===== src/rtl/chess_key_conditioner_pkg.sv =====
// Shared definitions for the chess key front end: key polarity, key codes,
// conditioner FSM state encoding and small combinational helpers.
package chess_key_conditioner_pkg;

    // Consumer key polarity: a key input is asserted (ON) when low.
    localparam logic ON  = 1'b0;
    localparam logic OFF = 1'b1;

    // Key codes, also used as bit positions in the 4-bit key vectors.
    localparam logic [1:0] KEY_LEFT  = 2'd0;
    localparam logic [1:0] KEY_RIGHT = 2'd1;
    localparam logic [1:0] KEY_UP    = 2'd2;
    localparam logic [1:0] KEY_DOWN  = 2'd3;

    // Conditioner FSM states.
    typedef enum logic [1:0] {
        IDLE   = 2'd0,
        DELAY  = 2'd1,
        REPEAT = 2'd2
    } key_state_e;

    // Fixed priority Left > Right > Up > Down over active-low keys.
    // Returns the winning key code; only meaningful when any key is ON.
    function automatic logic [1:0] prio_encode(input logic [3:0] keys_n);
        logic [1:0] sel;
        if (keys_n[KEY_LEFT] == ON) begin
            sel = KEY_LEFT;
        end else if (keys_n[KEY_RIGHT] == ON) begin
            sel = KEY_RIGHT;
        end else if (keys_n[KEY_UP] == ON) begin
            sel = KEY_UP;
        end else begin
            sel = KEY_DOWN;
        end
        return sel;
    endfunction

    // Active-low one-cold vector with only the given key ON.
    function automatic logic [3:0] key_pulse(input logic [1:0] key);
        logic [3:0] v;
        v      = {4{OFF}};
        v[key] = ON;
        return v;
    endfunction

endpackage


===== src/rtl/chess_key_conditioner_sync2.sv =====
// Two-flop synchroniser for asynchronous pin inputs. Each bit resets to
// its own idle level so downstream logic sees no spurious event at reset.
module chess_key_conditioner_sync2 #(
    parameter int               WIDTH   = 5,
    parameter logic [WIDTH-1:0] RST_VAL = '0
) (
    input  logic             OutClock,
    input  logic             resetApp,
    input  logic [WIDTH-1:0] d_i,
    output logic [WIDTH-1:0] q_o
);

    logic [WIDTH-1:0] stage1_q;
    logic [WIDTH-1:0] stage2_q;

    // Shift raw pins through two metastability-settling stages.
    always_ff @(posedge OutClock or posedge resetApp) begin
        if (resetApp) begin
            stage1_q <= RST_VAL;
            stage2_q <= RST_VAL;
        end else begin
            stage1_q <= d_i;
            stage2_q <= stage1_q;
        end
    end

    assign q_o = stage2_q;

endmodule


===== src/rtl/chess_key_conditioner.sv =====
// chess_key_conditioner: synchronises the four direction buttons and the
// lock switch, and turns each key press into one single-cycle active-low
// move request for the chess layout matrix.
// Build option: define KEY_AUTOREPEAT_EN to emit repeat pulses while a key
// is held (first repeat after REPEAT_DELAY ticks, then every REPEAT_PERIOD).
// Without it each press yields exactly one pulse.
module chess_key_conditioner
    import chess_key_conditioner_pkg::*;
#(
    parameter int REPEAT_DELAY  = 5,
    parameter int REPEAT_PERIOD = 2,
    parameter int CNT_WIDTH     = 4
) (
    input  logic OutClock,
    input  logic resetApp,
    input  logic KeyLeftRaw,
    input  logic KeyRightRaw,
    input  logic KeyUpRaw,
    input  logic KeyDownRaw,
    input  logic LockSwitchRaw,
    output logic KeyLeft,
    output logic KeyRight,
    output logic KeyUp,
    output logic KeyDown,
    output logic LockSwitch,
    output logic KeyActive
);

    // Reject configurations the repeat counter cannot represent.
    if ((REPEAT_DELAY < 1) || (REPEAT_PERIOD < 1) || (CNT_WIDTH < 1) ||
        (REPEAT_DELAY > ((2 ** CNT_WIDTH) - 1)) ||
        (REPEAT_PERIOD > ((2 ** CNT_WIDTH) - 1))) begin : g_bad_cfg
        $error("chess_key_conditioner: invalid repeat configuration");
    end

    // Raw bus layout: [4] lock, [3:0] keys indexed by key code.
    logic [4:0] raw_s;
    logic [4:0] sync_s;
    logic [3:0] keys_n_s;
    logic       any_key_s;
    logic [1:0] sel_key_s;

    assign raw_s = {LockSwitchRaw, KeyDownRaw, KeyUpRaw, KeyRightRaw, KeyLeftRaw};

    chess_key_conditioner_sync2 #(
        .WIDTH   (5),
        .RST_VAL (5'b0_1111)
    ) u_sync (
        .OutClock (OutClock),
        .resetApp (resetApp),
        .d_i      (raw_s),
        .q_o      (sync_s)
    );

    assign keys_n_s  = sync_s[3:0];
    assign any_key_s = (keys_n_s != {4{OFF}});
    assign sel_key_s = prio_encode(keys_n_s);

    key_state_e state_q;
    logic [1:0] key_q;
    logic [3:0] key_out_q;

`ifdef KEY_AUTOREPEAT_EN
    localparam logic [CNT_WIDTH-1:0] DELAY_LD  = CNT_WIDTH'(REPEAT_DELAY);
    localparam logic [CNT_WIDTH-1:0] PERIOD_LD = CNT_WIDTH'(REPEAT_PERIOD);
    localparam logic [CNT_WIDTH-1:0] CNT_ONE   = CNT_WIDTH'(1);

    logic [CNT_WIDTH-1:0] cnt_q;

    // Press/hold/repeat FSM; key outputs are registered one-cycle pulses.
    always_ff @(posedge OutClock or posedge resetApp) begin
        if (resetApp) begin
            state_q   <= IDLE;
            key_q     <= KEY_LEFT;
            key_out_q <= {4{OFF}};
            cnt_q     <= '0;
        end else begin
            key_out_q <= {4{OFF}};
            case (state_q)
                IDLE: begin
                    if (any_key_s) begin
                        key_q     <= sel_key_s;
                        key_out_q <= key_pulse(sel_key_s);
                        cnt_q     <= DELAY_LD;
                        state_q   <= DELAY;
                    end else begin
                        state_q   <= IDLE;
                    end
                end
                DELAY, REPEAT: begin
                    if (!any_key_s) begin
                        // Release: no pulse, just go back to waiting.
                        state_q   <= IDLE;
                    end else if (sel_key_s != key_q) begin
                        // Different key now wins: treat as a fresh press.
                        key_q     <= sel_key_s;
                        key_out_q <= key_pulse(sel_key_s);
                        cnt_q     <= DELAY_LD;
                        state_q   <= DELAY;
                    end else if (cnt_q <= CNT_ONE) begin
                        key_out_q <= key_pulse(key_q);
                        cnt_q     <= PERIOD_LD;
                        state_q   <= REPEAT;
                    end else begin
                        cnt_q     <= cnt_q - CNT_ONE;
                    end
                end
                default: begin
                    state_q   <= IDLE;
                end
            endcase
        end
    end
`else
    // Press FSM without repeat: one pulse per press, then wait for release
    // or a change of winning key.
    always_ff @(posedge OutClock or posedge resetApp) begin
        if (resetApp) begin
            state_q   <= IDLE;
            key_q     <= KEY_LEFT;
            key_out_q <= {4{OFF}};
        end else begin
            key_out_q <= {4{OFF}};
            case (state_q)
                IDLE: begin
                    if (any_key_s) begin
                        key_q     <= sel_key_s;
                        key_out_q <= key_pulse(sel_key_s);
                        state_q   <= DELAY;
                    end else begin
                        state_q   <= IDLE;
                    end
                end
                DELAY: begin
                    if (!any_key_s) begin
                        state_q   <= IDLE;
                    end else if (sel_key_s != key_q) begin
                        key_q     <= sel_key_s;
                        key_out_q <= key_pulse(sel_key_s);
                        state_q   <= DELAY;
                    end else begin
                        state_q   <= DELAY;
                    end
                end
                default: begin
                    state_q   <= IDLE;
                end
            endcase
        end
    end
`endif

    assign KeyLeft    = key_out_q[KEY_LEFT];
    assign KeyRight   = key_out_q[KEY_RIGHT];
    assign KeyUp      = key_out_q[KEY_UP];
    assign KeyDown    = key_out_q[KEY_DOWN];
    assign LockSwitch = sync_s[4];
    assign KeyActive  = (state_q != IDLE);

endmodule


===== config.mk =====
export PLATFORM = sky130hd
export DESIGN_NAME = chess_key_conditioner
export DESIGN_NICKNAME = d
export VERILOG_FILES = /design/src/rtl/chess_key_conditioner_pkg.sv /design/src/rtl/chess_key_conditioner_sync2.sv /design/src/rtl/chess_key_conditioner.sv
export SDC_FILE = /design/constraint.sdc
export NUM_CORES = 1
export LEC_CHECK = 0
export CAP_MARGIN = 40
export CORE_AREA = 5 5 42 44
export DETAILED_ROUTE_END_ITERATION = 12
export DIE_AREA = 0 0 47 49
export PLACE_DENSITY = 0.67
export SYNTH_ARGS = -nofsm -noshare
export SYNTH_HDL_FRONTEND = slang
export SYNTH_SLANG_ARGS = --single-unit

===== constraint.sdc =====
create_clock -name OutClock -period 1.65 [get_ports OutClock]
set_input_delay 0.2475 -clock OutClock [delete_from_list [all_inputs] [get_ports OutClock]]
set_output_delay 0.2475 -clock OutClock [all_outputs]
set_load 0.02 [all_outputs]

==> results.sh, run 1 <==
export IMPL_status="finished clean"
export IMPL_ir_drop_v=0.000464
export IMPL_cp_cell_sequence="clkdlybuf4s50_1"
export IMPL_fillers=142
export IMPL_netlist_area_um2=538
export IMPL_rrSetupSlack_ps=440
export IMPL_rows=14
export IMPL_path_buf_inv=1
export IMPL_syn_inst=33
export IMPL_clockBufferDepth=2
export IMPL_coreArea_um2=1400
export IMPL_hold_path_class="in2async"
export IMPL_ctsRootBufferMaster="clkbuf_4"
export IMPL_setup_viol=0
export IMPL_synth_net_count=40
export IMPL_cp_arrival_ps=1210
export IMPL_fmax_mhz=688
export IMPL_wl_per_cell_um=11.9
export IMPL_fin_setup_tns_ps=0
export IMPL_cts_buffers_inserted=3
export IMPL_drt_wl_total_um=773
export IMPL_maxCapViolCount=0
export IMPL_crit_type="reg2out"
export IMPL_p_leak_uw=0.000291
export IMPL_worst_ep_required_time_ps=1400
export IMPL_grt_usage=0.0820
export IMPL_area_growth_pct=30.7
export IMPL_end_kind="output pin"
export IMPL_dpl_instance_area_um2=678
export IMPL_finalPower_uw=728
export IMPL_reg2reg_depth=2
export IMPL_cts_hold_buffers_added=0
export IMPL_drtAntennaViolNets=0
export IMPL_drive_above_1_share=0.367
export IMPL_max_slew_margin=0.613
export IMPL_cts_sinks=17
export IMPL_yosysWarnings=0
export IMPL_worst_pin_slew_ps=580
export IMPL_antenna_found_initial=0
export IMPL_grt_max_degree=18
export IMPL_finalHoldViolCount=0
export IMPL_grt_pass1_wl_mm=1.28
export IMPL_ios=13
export IMPL_port_buffers=12
export IMPL_gp_congestion=0.731
export IMPL_final_cells=65
export IMPL_die_h_um=49
export IMPL_finClkSkew_ps=2.34
export IMPL_clk_pin_slew_ps=90
export IMPL_cts_htree_levels=1
export IMPL_reg2reg_from="u_sync.q_o[2]"
export IMPL_seq_area_frac_synth=0.819
export IMPL_nets=57
export IMPL_drtPass1Iterations=4
export IMPL_final_cell_area_um2=703
export IMPL_clkLatencyLatePin_ps=280
export IMPL_cp_start_kind="register"
export IMPL_synthDistinctLibCells=15
export IMPL_synth_seq_cells=17
export IMPL_vias=314
export IMPL_num_antenna_cells=0
export IMPL_p_per_area_nw_per_um2=1040
export IMPL_rsz0062_at_grt="no"
export IMPL_grt_overflow=0
export IMPL_finalMaxSlewViolations=0
export IMPL_path_max_fanout=1
export IMPL_grt_pass1_vias=342
export IMPL_reg2reg_to="key_out_q[3]"
export IMPL_cts_tree="built"
export IMPL_cpPeakStageDelay_ps=590
export IMPL_avgSynthCellArea_um2=16.3
export IMPL_layout_min_cycle_time_ps=1450
export IMPL_dp_cells=61
export IMPL_post_route_period_util=0.881
export IMPL_crit_family="buffers and inverters"
export IMPL_die_x_um=47
export IMPL_start_util=0.384
export IMPL_die_area_um2=2300
export IMPL_dp_hpwl_um=559
export IMPL_vias_per_cell=4.83
export IMPL_drcViolationCount=0
export IMPL_drt_iter0_drc=3
export IMPL_cp_slowest_cell="clkdlybuf4s50_1"
## power by group
part | switching, uW | leakage [uW] | total [uW] | internal, uW
clock | 122 | 0.0000177 | 212 | 90.0
sequential | 12.8 | 0.000184 | 462 | 449
combinational | 26.5 | 0.0000892 | 53.8 | 27.2
## metal layers
metal,up-vias,global-route usage,part of all wire
li1,144,-,-
met1,159,0.0704,0.34
met2,11,0.136,0.56
met3,0,0.0221,0.10
met4,0,0.0829,0
met5,-,0,0
## sequential cells by signal, indices dropped and copies added (netlist names)
| signal | flops |
|---|---|
| u_sync.stage1_q | 5 |
| u_sync.q_o | 5 |
| key_q | 2 |
| key_out_q | 4 |
| state_q | 1 |
## through the flow
stage	setup WS [ps]	hold slack, ps	utilization
CTS	63.1	332	0.500
finish	197	314	0.502
floorplan	496	165	-
global route	119	328	0.502
global placement	322	334	0.484
detailed placement	307	339	0.484
## cells in the final DEF (no fill, tap or decap), types with 3 or more instances in the layout
cell	instances
dfrtp_1	5
inv_1	4
clkdlybuf4s50_1	7
clkbuf_4	3
dlygate4sd2_1	4
dfstp_2	12
## repair_timing
item / in CTS / in global routing
setup endpoints to repair: 4 / 1
resized for setup: 4 / 1
buffers inserted: 0 / 0
endpoints found under the hold margin: 0 / 0
## logic make-up (layout without fill, tap and decap cells)
logic type	count (synthesis)	after routing	synth area share
DFF	17	17	0.819
and+or+nand+nor	7	7	0.0791
AOI/OAI and AO/OA	5	5	0.0744
buffers and inverters	4	20	0.0279
## Yosys cell counts
cell type	count	area [um^2]
dfstp_2	12	315
nand2b_1	1	6.26
o2111ai_1	1	8.76
a311o_2	1	11.3
a221oi_1	1	8.76
o21ai_0	1	5.00
nor2b_1	1	6.26
nand2_1	1	3.75
or4_1	1	7.51
nand4_1	1	6.26
dfrtp_1	5	125
nand2_2	1	6.26
inv_1	4	15.0
and3_1	1	6.26
a31oi_1	1	6.26
## worst max path at each step
stage                   from           end  slack (ps)  cells after the start
3_5_place_dp    key_out_q[1]      KeyRight         310                      1
4_1_cts           state_q[0]     KeyActive          60                      1
3_3_place_gp    key_out_q[2]         KeyUp         320                      1
5_1_grt        u_sync.q_o[4]    LockSwitch         120                      1
6_report       u_sync.q_o[4]    LockSwitch         200                      1
2_1_floorplan  u_sync.q_o[2]  key_out_q[3]         500                      2
## layout make-up
| cell class | instances | area [um^2] | share of cell area |
|---|---|---|---|
| Sequential cell | 17 | 440 | 0.626 |
| Clock inverter | 1 | 5.00 | 0.00712 |
| Inverter | 4 | 15.0 | 0.0214 |
| Clock buffer | 3 | 22.5 | 0.0320 |
| Tap cell | 16 | 20.0 | 0.0285 |
| Timing Repair Buffer | 12 | 118 | 0.167 |
| Multi-Input combinational cell | 12 | 82.6 | 0.117 |
Note: power is estimated with default switching activity, not from simulation.
==> run 2: changes to the inputs <==
Settings changed: REMOVE_ABC_BUFFERS set to 1, TNS_END_PERCENT set to 20.
==> results of run 2 <==
Final layout, timing and power as in run 1 (identical DEF).
==> run 3: changes to the inputs <==
Settings changed: PLACE_DENSITY 0.67 to unset, PLACE_DENSITY_LB_ADDON set to 0.3.
==> results.sh, run 3 (synthesis results as in run 1) <==
export IMPL_cts_buffers_inserted=3
export IMPL_layout_min_cycle_time_ps=1570
export IMPL_cpPeakStageDelay_ps=630
export IMPL_finClkSkew_ps=7.43
export IMPL_dp_hpwl_um=598
export IMPL_rsz0062_at_grt="no"
export IMPL_die_h_um=49
export IMPL_p_comb_frac=0.076
export IMPL_rrSetupSlack_ps=450
export IMPL_drt_wl_total_um=775
export IMPL_cp_arrival_ps=1320
export IMPL_cp_start_kind="register"
export IMPL_hold_path_class="in2async"
export IMPL_ir_drop_v=0.000553
export IMPL_cts_tree="built"
export IMPL_cp_slowest_cell="clkdlybuf4s50_1"
export IMPL_path_max_fanout=5
export IMPL_drtPass1Iterations=3
export IMPL_cp_cell_sequence="clkdlybuf4s50_1"
export IMPL_p_int_uw=571
export IMPL_switching_share=0.210
export IMPL_seq_power_share=0.640
export IMPL_drive_above_1_share=0.347
export IMPL_max_slew_margin=0.618
export IMPL_crit_type="reg2out"
export IMPL_die_x_um=47
export IMPL_path_buf_inv=1
export IMPL_reg2reg_depth=2
export IMPL_ctsRootBufferMaster="clkbuf_4"
export IMPL_antenna_found_initial=0
export IMPL_grt_pass1_wl_mm=1.28
export IMPL_reg2reg_from="u_sync.q_o[2]"
export IMPL_grt_usage=0.0819
export IMPL_ios=13
export IMPL_finalPower_uw=722
export IMPL_grt_pass1_vias=318
export IMPL_die_area_um2=2300
export IMPL_power_frac_clock=0.285
export IMPL_post_route_period_util=0.949
export IMPL_drtAntennaViolNets=0
export IMPL_start_util=0.384
export IMPL_vias_per_cell=4.74
export IMPL_fmax_mhz=639
export IMPL_nets=57
export IMPL_grt_max_degree=18
export IMPL_rows=14
export IMPL_vias=308
export IMPL_end_kind="output pin"
export IMPL_coreArea_um2=1400
export IMPL_worst_pin_slew_ps=572
export IMPL_final_common_cell="dfstp_2"
export IMPL_power_switching_uw=151
export IMPL_clockBufferDepth=2
export IMPL_finalMaxSlewViolations=0
export IMPL_fin_setup_tns_ps=0
export IMPL_cts_htree_levels=1
export IMPL_gp_congestion=0.672
export IMPL_area_growth_pct=30.7
export IMPL_num_antenna_cells=0
export IMPL_cts_sinks=17
export IMPL_wl_per_cell_um=11.9
export IMPL_p_per_area_nw_per_um2=1030
export IMPL_status="finished clean"
export IMPL_drcViolationCount=0
export IMPL_cts_hold_buffers_added=0
export IMPL_grt_overflow=0
export IMPL_reg2reg_to="key_out_q[3]"
export IMPL_setup_viol=0
export IMPL_finalHoldViolCount=0
export IMPL_drt_iter0_drc=2
export IMPL_maxCapViolCount=0
export IMPL_fillers=133
export IMPL_worst_ep_required_time_ps=1400
export IMPL_port_buffers=12
export IMPL_clk_pin_slew_ps=90
export IMPL_clkLatencyLatePin_ps=280
export IMPL_p_leak_uw=0.000290
export IMPL_crit_family="buffers and inverters"
export IMPL_final_cell_mix="dfstp_2, clkdlybuf4s50_1, dfrtp_1, inv_1"
-- run 3: changes by cell type in the layout (fill, tap and decap cells not counted) --
cell / change
clkbuf_1: +1
clkinv_2: -1
dlygate4sd2_1: -1
clkdlybuf4s50_1: +1
-- run 3: how the worst max path moves through the flow --
stage | from | end | slack [ps] | cells after the start
finish | state_q[0] | KeyActive | 80 | 1
detailed placement | key_out_q[0] | KeyLeft | 300 | 1
CTS | key_out_q[3] | KeyDown | 1 | 1
floorplan | u_sync.q_o[2] | key_out_q[3] | 500 | 2
global route | state_q[0] | KeyActive | 20 | 1
global placement | key_out_q[1] | KeyRight | 310 | 1
-- run 3: area by class of cell --
type / count / area, um^2 / area share
inverter: 4 / 15.0 / 0.0214
tap: 16 / 20.0 / 0.0285
multi-input combinational: 12 / 82.6 / 0.117
sequential: 17 / 440 / 0.626
clock buffer: 4 / 26.3 / 0.0374
timing repair buffer: 12 / 119 / 0.169
-- run 3: power groups by stage --
stage	logic (uW)	registers (uW)	clock network (uW)
floorplan	17.9	476	0
global placement	57.6	468	0
detailed placement	59.1	470	0
CTS	56.0	463	217
global route	60.0	466	228
finish	54.6	462	206
-- run 3: per-layer routing --
metal,share of wire,GRT usage,vias to the layer above
li1,-,-,145
met1,0.35,0.0867,145
met2,0.49,0.120,15
met3,0.11,0.0221,3
met4,0.041,0.0829,0
met5,0,0,-
-- run 3: per-stage QoR --
stage	setup slack (ps)	util	area, um^2	instances	hold slack, ps
finish	84.4	0.502	703	65	314
global route	20.0	0.502	703	65	350
CTS	1.19	0.500	701	65	329
detailed placement	305	0.484	678	61	347
global placement	315	0.484	678	61	336
floorplan	496	-	538	33	165
-- run 3: repair_timing --
| action | 4_1_cts | 5_1_grt |
|---|---|---|
| endpoints found under the setup margin | 3 | 1 |
| resized for setup | 3 | 1 |
| setup buffers | 0 | 0 |
